## config.mk

```make
export PLATFORM = sky130hd
export DESIGN_NAME = dcache_lookup_flat
export DESIGN_NICKNAME = d
export VERILOG_FILES = /design/src/rtl/dcache_lookup_if.sv /design/src/rtl/dcache_lookup.sv /design/src/flat_wrapper.sv
export SDC_FILE = /design/constraint.sdc
export NUM_CORES = 1
export LEC_CHECK = 0
export ABC_AREA = 1
export CAP_MARGIN = 0
export CORE_AREA = 4 4 151 153
export CTS_CLUSTER_DIAMETER = 50
export DETAILED_ROUTE_END_ITERATION = 6
export DIE_AREA = 0 0 155 157
export PLACE_DENSITY = 0.7
export RECOVER_POWER = 25
export SLEW_MARGIN = 10
export SYNTH_ARGS = -nofsm -noshare
export SYNTH_HDL_FRONTEND = slang
export SYNTH_SLANG_ARGS = --single-unit
```

## constraint.sdc

```tcl
create_clock -name clock -period 2.86 [get_ports clock]
set_clock_uncertainty 0.15 [all_clocks]
set_input_delay 0.858 -clock clock [delete_from_list [all_inputs] [get_ports clock]]
set_output_delay 0.858 -clock clock [all_outputs]
set_load 0.02 [all_outputs]
```

## src/rtl/dcache_lookup_if.sv

```systemverilog
// Bundle of every dcache_lookup handshake/bus signal.
// The master modport is the lookup controller; slave is the CPU/tag-array/hit-read/refill side.
interface dcache_lookup_if #(
    parameter int unsigned TAG_W = 20
);
    logic                cpu_req_valid;
    logic                cpu_req_ready;
    logic [TAG_W+11:0]   cpu_req_addr;
    logic                cpu_resp_valid;
    logic                cpu_resp_ready;
    logic [63:0]         cpu_resp_rdata;
    logic                lookup2tag_array_valid;
    logic [5:0]          lookup2tag_array_index;
    logic [8*TAG_W-1:0]  tag_array2lookup_tag;
    logic [7:0]          tag_array2lookup_vld;
    logic                ctrl2hit_read_valid;
    logic [5:0]          ctrl2hit_read_index;
    logic [2:0]          ctrl2hit_read_way;
    logic [5:0]          ctrl2hit_read_offset;
    logic                ctrl2hit_read_ready;
    logic [63:0]         hit_read2ctrl_rdata;
    logic                miss_valid;
    logic                miss_ready;
    logic [TAG_W+11:0]   miss_addr;
    logic                refill_done;

    modport master (
        input  cpu_req_valid, cpu_req_addr, cpu_resp_ready,
        input  tag_array2lookup_tag, tag_array2lookup_vld,
        input  hit_read2ctrl_rdata, miss_ready, refill_done,
        output cpu_req_ready, cpu_resp_valid, cpu_resp_rdata,
        output lookup2tag_array_valid, lookup2tag_array_index,
        output ctrl2hit_read_valid, ctrl2hit_read_index, ctrl2hit_read_way,
        output ctrl2hit_read_offset, ctrl2hit_read_ready,
        output miss_valid, miss_addr
    );

    modport slave (
        output cpu_req_valid, cpu_req_addr, cpu_resp_ready,
        output tag_array2lookup_tag, tag_array2lookup_vld,
        output hit_read2ctrl_rdata, miss_ready, refill_done,
        input  cpu_req_ready, cpu_resp_valid, cpu_resp_rdata,
        input  lookup2tag_array_valid, lookup2tag_array_index,
        input  ctrl2hit_read_valid, ctrl2hit_read_index, ctrl2hit_read_way,
        input  ctrl2hit_read_offset, ctrl2hit_read_ready,
        input  miss_valid, miss_addr
    );
endinterface

```

## src/rtl/dcache_lookup.sv

```systemverilog
// 8-way dcache lookup controller: tag compare, hit-read issue, miss/refill retry.
// Optional hit/miss counters enabled by defining DCACHE_LOOKUP_PERF_EN.
module dcache_lookup #(
    parameter int unsigned TAG_W = 20,
    parameter int unsigned WAYS  = 8
) (
    input  logic            clock,
    input  logic            reset,
    dcache_lookup_if.master bus
`ifdef DCACHE_LOOKUP_PERF_EN
    ,
    output logic [31:0]     perf_hit_cnt,
    output logic [31:0]     perf_miss_cnt
`endif
);
    localparam int unsigned AW = TAG_W + 12;

    typedef enum logic [2:0] {
        IDLE, TAG_RD, CMP, HIT_RD, DATA, RESP, MISS, REFILL
    } state_e;

    state_e         state_q;
    logic [AW-1:0]  addr_q;
    logic [63:0]    rdata_q;
    logic [2:0]     way_q;
    logic           req_ready_q;
    logic           tag_rd_q;
    logic           hr_valid_q;
    logic           hr_ready_q;
    logic           resp_valid_q;
    logic           miss_valid_q;

    logic [TAG_W-1:0] req_tag;
    logic [WAYS-1:0]  hit_vec;
    logic             hit_any;
    logic [2:0]       hit_way;

    assign req_tag = addr_q[AW-1:12];

    // Scanning from the top way down leaves the lowest matching way selected.
    always_comb begin
        hit_vec = '0;
        hit_way = '0;
        for (int unsigned n = 0; n < WAYS; n++) begin
            hit_vec[n] = bus.tag_array2lookup_vld[n] &
                         (bus.tag_array2lookup_tag[n*TAG_W +: TAG_W] == req_tag);
        end
        for (int unsigned n = WAYS; n > 0; n--) begin
            if (hit_vec[n-1]) hit_way = 3'(n - 1);
        end
        hit_any = |hit_vec;
    end

    always_ff @(posedge clock or negedge reset) begin
        if (!reset) begin
            state_q      <= IDLE;
            addr_q       <= '0;
            rdata_q      <= '0;
            way_q        <= '0;
            req_ready_q  <= 1'b1;
            tag_rd_q     <= 1'b0;
            hr_valid_q   <= 1'b0;
            hr_ready_q   <= 1'b0;
            resp_valid_q <= 1'b0;
            miss_valid_q <= 1'b0;
        end else begin
            case (state_q)
                IDLE: if (bus.cpu_req_valid) begin
                    addr_q      <= bus.cpu_req_addr;
                    req_ready_q <= 1'b0;
                    tag_rd_q    <= 1'b1;
                    state_q     <= TAG_RD;
                end
                TAG_RD: begin
                    tag_rd_q <= 1'b0;
                    state_q  <= CMP;
                end
                CMP: if (hit_any) begin
                    way_q      <= hit_way;
                    hr_valid_q <= 1'b1;
                    state_q    <= HIT_RD;
                end else begin
                    miss_valid_q <= 1'b1;
                    state_q      <= MISS;
                end
                HIT_RD: begin
                    hr_valid_q <= 1'b0;
                    hr_ready_q <= 1'b1;
                    state_q    <= DATA;
                end
                DATA: begin
                    hr_ready_q   <= 1'b0;
                    rdata_q      <= bus.hit_read2ctrl_rdata;
                    resp_valid_q <= 1'b1;
                    state_q      <= RESP;
                end
                RESP: if (bus.cpu_resp_ready) begin
                    resp_valid_q <= 1'b0;
                    req_ready_q  <= 1'b1;
                    state_q      <= IDLE;
                end
                MISS: if (bus.miss_ready) begin
                    miss_valid_q <= 1'b0;
                    state_q      <= REFILL;
                end
                REFILL: if (bus.refill_done) begin
                    tag_rd_q <= 1'b1;
                    state_q  <= TAG_RD;
                end
                default: state_q <= IDLE;
            endcase
        end
    end

    assign bus.cpu_req_ready          = req_ready_q;
    assign bus.cpu_resp_valid         = resp_valid_q;
    assign bus.cpu_resp_rdata         = rdata_q;
    assign bus.lookup2tag_array_valid = tag_rd_q;
    assign bus.lookup2tag_array_index = addr_q[11:6];
    assign bus.ctrl2hit_read_valid    = hr_valid_q;
    assign bus.ctrl2hit_read_index    = addr_q[11:6];
    assign bus.ctrl2hit_read_way      = way_q;
    assign bus.ctrl2hit_read_offset   = addr_q[5:0];
    assign bus.ctrl2hit_read_ready    = hr_ready_q;
    assign bus.miss_valid             = miss_valid_q;
    assign bus.miss_addr              = {addr_q[AW-1:6], 6'b0};

`ifdef DCACHE_LOOKUP_PERF_EN
    logic [31:0] perf_hit_q, perf_hit_d;
    logic [31:0] perf_miss_q, perf_miss_d;

    always_comb begin
        perf_hit_d  = perf_hit_q;
        perf_miss_d = perf_miss_q;
        if (state_q == CMP) begin
            if (hit_any && perf_hit_q != '1)   perf_hit_d  = perf_hit_q + 32'd1;
            if (!hit_any && perf_miss_q != '1) perf_miss_d = perf_miss_q + 32'd1;
        end
    end

    always_ff @(posedge clock or negedge reset) begin
        if (!reset) begin
            perf_hit_q  <= '0;
            perf_miss_q <= '0;
        end else begin
            perf_hit_q  <= perf_hit_d;
            perf_miss_q <= perf_miss_d;
        end
    end

    assign perf_hit_cnt  = perf_hit_q;
    assign perf_miss_cnt = perf_miss_q;
`endif
endmodule

```

## src/flat_wrapper.sv

```systemverilog
// flat-port wrapper written by rule: the top's interface ports become plain ports
module dcache_lookup_flat 
#(
    parameter int unsigned TAG_W = 20,
    parameter int unsigned WAYS  = 8
)
  (clock, reset, bus_cpu_req_valid, bus_cpu_req_addr, bus_cpu_resp_ready, bus_tag_array2lookup_tag, bus_tag_array2lookup_vld, bus_hit_read2ctrl_rdata, bus_miss_ready, bus_refill_done, bus_cpu_req_ready, bus_cpu_resp_valid, bus_cpu_resp_rdata, bus_lookup2tag_array_valid, bus_lookup2tag_array_index, bus_ctrl2hit_read_valid, bus_ctrl2hit_read_index, bus_ctrl2hit_read_way, bus_ctrl2hit_read_offset, bus_ctrl2hit_read_ready, bus_miss_valid, bus_miss_addr);
  dcache_lookup_if #(.TAG_W(TAG_W)) bus_i ();
  input  logic clock;
  input  logic reset;
  input wire logic [$bits(bus_i.cpu_req_valid)-1:0] bus_cpu_req_valid;
  input wire logic [$bits(bus_i.cpu_req_addr)-1:0] bus_cpu_req_addr;
  input wire logic [$bits(bus_i.cpu_resp_ready)-1:0] bus_cpu_resp_ready;
  input wire logic [$bits(bus_i.tag_array2lookup_tag)-1:0] bus_tag_array2lookup_tag;
  input wire logic [$bits(bus_i.tag_array2lookup_vld)-1:0] bus_tag_array2lookup_vld;
  input wire logic [$bits(bus_i.hit_read2ctrl_rdata)-1:0] bus_hit_read2ctrl_rdata;
  input wire logic [$bits(bus_i.miss_ready)-1:0] bus_miss_ready;
  input wire logic [$bits(bus_i.refill_done)-1:0] bus_refill_done;
  output wire logic [$bits(bus_i.cpu_req_ready)-1:0] bus_cpu_req_ready;
  output wire logic [$bits(bus_i.cpu_resp_valid)-1:0] bus_cpu_resp_valid;
  output wire logic [$bits(bus_i.cpu_resp_rdata)-1:0] bus_cpu_resp_rdata;
  output wire logic [$bits(bus_i.lookup2tag_array_valid)-1:0] bus_lookup2tag_array_valid;
  output wire logic [$bits(bus_i.lookup2tag_array_index)-1:0] bus_lookup2tag_array_index;
  output wire logic [$bits(bus_i.ctrl2hit_read_valid)-1:0] bus_ctrl2hit_read_valid;
  output wire logic [$bits(bus_i.ctrl2hit_read_index)-1:0] bus_ctrl2hit_read_index;
  output wire logic [$bits(bus_i.ctrl2hit_read_way)-1:0] bus_ctrl2hit_read_way;
  output wire logic [$bits(bus_i.ctrl2hit_read_offset)-1:0] bus_ctrl2hit_read_offset;
  output wire logic [$bits(bus_i.ctrl2hit_read_ready)-1:0] bus_ctrl2hit_read_ready;
  output wire logic [$bits(bus_i.miss_valid)-1:0] bus_miss_valid;
  output wire logic [$bits(bus_i.miss_addr)-1:0] bus_miss_addr;
  assign bus_i.cpu_req_valid = bus_cpu_req_valid;
  assign bus_i.cpu_req_addr = bus_cpu_req_addr;
  assign bus_i.cpu_resp_ready = bus_cpu_resp_ready;
  assign bus_i.tag_array2lookup_tag = bus_tag_array2lookup_tag;
  assign bus_i.tag_array2lookup_vld = bus_tag_array2lookup_vld;
  assign bus_i.hit_read2ctrl_rdata = bus_hit_read2ctrl_rdata;
  assign bus_i.miss_ready = bus_miss_ready;
  assign bus_i.refill_done = bus_refill_done;
  assign bus_cpu_req_ready = bus_i.cpu_req_ready;
  assign bus_cpu_resp_valid = bus_i.cpu_resp_valid;
  assign bus_cpu_resp_rdata = bus_i.cpu_resp_rdata;
  assign bus_lookup2tag_array_valid = bus_i.lookup2tag_array_valid;
  assign bus_lookup2tag_array_index = bus_i.lookup2tag_array_index;
  assign bus_ctrl2hit_read_valid = bus_i.ctrl2hit_read_valid;
  assign bus_ctrl2hit_read_index = bus_i.ctrl2hit_read_index;
  assign bus_ctrl2hit_read_way = bus_i.ctrl2hit_read_way;
  assign bus_ctrl2hit_read_offset = bus_i.ctrl2hit_read_offset;
  assign bus_ctrl2hit_read_ready = bus_i.ctrl2hit_read_ready;
  assign bus_miss_valid = bus_i.miss_valid;
  assign bus_miss_addr = bus_i.miss_addr;
  dcache_lookup #(.TAG_W(TAG_W), .WAYS(WAYS)) u_core (.clock(clock), .reset(reset), .bus(bus_i));
endmodule
```

==> results by group <==
Global routing
  – GR Overflow Total: 0
  – Global-route wire length before repair: 42.8 mm
  – Vias in the first global route: 7746
  – Largest net degree at the start of global routing: 60
  – Total track usage: 22.7%
  – Initial antenna violation count: 4

Placed design
  – DP Worst Slack: 0.0903 ns
  – Routability cong.: 0.899
  – Half-perimeter wire length after placement: 22.9 mm
  – Port-buffer cells: 386
  – Placed instance area: 10900 µm²

STA
  – Setup Viol. Count Final: 0
  – Slew Viols, Final: 0
  – Min Tclk post-route: 2.72 ns
  – Fin crit share: 95.0%
  – Worst Tran Pin Value: 1.05 ns
  – Hold WS: 0.327 ns
  – Setup TNS: 0 ns
  – Setup slack after layout: 0.143 ns
  – Max-slew headroom: 30.0%
  – Final Hold Viols: 0
  – RSZ-0062 raised after global routing: false
  – Max Fclk: 368 MHz

Synth
  – YS warnings: 0
  – Adder-Cell Fraction of Synth Area: 0%
  – Post-synthesis xor/xnor area fraction: 5.02%
  – Post-synthesis mux area share: 1.93%
  – Cell count after synthesis: 1043
  – Post-synthesis compound-gate area fraction: 7.51%
  – Mean Syn Cell Area: 6.70 µm²
  – Synth area leader: dfrtp_1
  – Simple-gate area share of the yosys netlist: 35.8%
  – Seq/Total Area, Yosys: 38.7%
  – Seq cells post-synth: 108
  – Dominant cells by area after synthesis: dfrtp_1 (38%), nand2_1 (24%), nor2_1 (6.6%), inv_1 (4.5%), o21ai_0 (3.8%)
  – Yosys top cell area share: 38.3%
  – Synthesized area: 6980 µm²
  – Post-synth cell types: 33
  – Largest family of logic cells by synthesized area: simple AND/OR/NAND/NOR gates

Critical path
  – Startpoint types: flop
  – R2R setup slack: 0.69 ns
  – Crit path max-delay family: buffers and inverters
  – Critical path cell sequence: clkdlybuf4s50_1
  – Slowest CP cell: clkdlybuf4s50_1
  – CP Launch Point: u_core.addr_q[30]
  – WP data required: 1.85 ns
  – Worst Path Arrival: 1.71 ns
  – Critical register-to-register path startpoint: u_core.addr_q[30]
  – Critical path type: flop to output pin
  – Crit. End Element: output pin
  – Worst Path Max Fanout: 10
  – CP peak stage delay: 0.70 ns
  – Buf/Inv on CP: 1

Clock network
  – CTS Buf Count: 9
  – Clock buffer depth: 2
  – H-tree depth: 3
  – Clock sinks: 108
  – CTS tree: yes
  – Gates resized, CTS repair: 0
  – Clk Latency, worst-skew pair: 0.36 ns
  – # Post-CTS Setup Buffers: 0
  – Hold-fix buffers at CTS: 0
  – Worst-path clk slew: 0.09 ns
  – CTS root buffer: clkbuf_16

Pwr
  – Worst VDD drop: 600 µV
  – Power per cell area: 906 nW/µm²
  – Leak pwr: 5.33 nW

Die
  – Ports: 393
  – Initial Util: 32.4%
  – DIE WIDTH: 155 µm
  – Core box area: 21600 µm²
  – Die H: 157 µm
  – Row cnt: 54
  – DIE AREA: 24300 µm²

Route
  – TritonRoute pass-1 iters: 5
  – DR WL/cell: 16.9 µm
  – Vias: 7712
  – Starting DRC count in detailed routing: 376
  – DR DRC count: 0
  – DRT Wirelength: 28.6 mm
  – Post-route ant nets: 0
  – DR vias/cell: 4.58

Finish
  – Layout cells sized above 1: 5.91%
  – Post-Layout Inst Area: 11200 µm²
  – Final #Nets: 1669
  – Layout filler cell count: 2131
  – Synthesis-to-finish area growth: 60.6%

Hold path
  – HP Start: u_core.bus.ctrl2hit_read_ready
  – Worst min path class: flop to flop

Run status
  – Outcome: completed

Job
  – Max cap viols: 0
==> flip-flops by register name (all words and copies together), names as in the netlist, 3 cells and up <==
name	flops
u_core.addr_q	32
u_core.state_q	3
u_core.bus.cpu_resp_rdata	64
u_core.bus.ctrl2hit_read_way	3
==> worst paths after layout <==
kind	endpoint	cells past startpoint
max	bus_miss_addr[30]	1
min	u_core.bus.ctrl2hit_read_ready	2
max reg2reg	u_core.bus.ctrl2hit_read_way[0]	14
min reg2reg	u_core.bus.ctrl2hit_read_ready	2
max in group asynchronous	u_core.bus.cpu_resp_rdata[40]	2
min in group asynchronous	u_core.addr_q[0]	1
==> report_power, final <==
part	leakage (nW)	switching, W	internal, W
logic	3.91	0.00336	0.00266
registers	1.28	0.000612	0.00225
clock network	0.144	0.000669	0.000623
total	5.33	0.00464	0.00553
==> final cells by class <==
cell class	count	area, µm²	area share (%)
sequential	108	2700	24.1
inverter	96	363	3.23
tap	280	350	3.12
clock inverter	6	65.1	0.580
antenna	1	2.50	0.0223
multi-input combinational	787	3540	31.6
timing repair buffer	397	3960	35.3
clock buffer	10	229	2.04
==> cell families after synthesis <==
group | Yosys count
other | 1
AOI/OAI and AO/OA | 102
and+or+nand+nor | 627
DFF | 108
muxes | 12
xor gates and xnor gates | 40
buffers and inverters | 153
==> stage by stage <==
step	instances	power, W	utilization [%]
after floorplan	1048	0.00637	-
after global placement	1668	0.00886	50.8
after detailed placement	1668	0.00892	50.8
after CTS	1684	0.0103	52.1
after global routing	1685	0.0110	52.0
final	1685	0.0102	52.0
==> cell usage in the layout (no fill, tap or decap), drive strengths merged <==
| cell | Yosys | routed |
|---|---|---|
| a21oi | 24 | 24 |
| buf | 47 | 10 |
| clkbuf | 10 | 12 |
| clkdlybuf4s50 | 0 | 385 |
| clkinv | 0 | 2 |
| conb | 1 | 6 |
| dfrtp | 107 | 107 |
| dfstp | 1 | 1 |
| diode | 0 | 1 |
| inv | 96 | 100 |
| mux2 | 12 | 12 |
| nand2 | 460 | 460 |
| nand3 | 23 | 23 |
| nand4 | 2 | 2 |
| nor2 | 130 | 130 |
| nor3 | 1 | 1 |
| nor4 | 2 | 2 |
| o21ai | 74 | 74 |
| o21bai | 2 | 2 |
| o22a | 1 | 1 |
| o22ai | 1 | 1 |
| or2 | 9 | 9 |
| xnor2 | 13 | 13 |
| xor2 | 27 | 27 |
==> per-layer routing <==
layer	vias up	share of wire [%]	routed length (µm)	GRT usage, %
met4	6	2.5	710	7.15
met2	338	48	13700	39.2
met5	-	0.14	41	0
met1	3463	39	11000	26.4
li1	3863	-	-	-
met3	42	11	3040	8.14
==> Yosys cell counts <==
master    number
or2_2          6
conb_1         1
nand2_4        2
buf_6         10
or2_1          3
nor2_2         7
nor3_1         1
xor2_1        27
dfrtp_1      107
nand3_1       15
inv_4          1
inv_1         84
nand4_1        2
nor4_1         2
o21ai_0       53
o22a_1         1
inv_2         11
buf_1          4
mux2_2        12
xnor2_1       13
o21bai_1       2
nor2_1       123
dfstp_2        1
a21oi_1       24
o22ai_1        1
nand2_2        6
o21ai_1       20
nand3_2        8
buf_4         28
nand2_1      452
buf_2          5
clkbuf_1      10
o21ai_2        1
(Power assumes the default switching activity.)
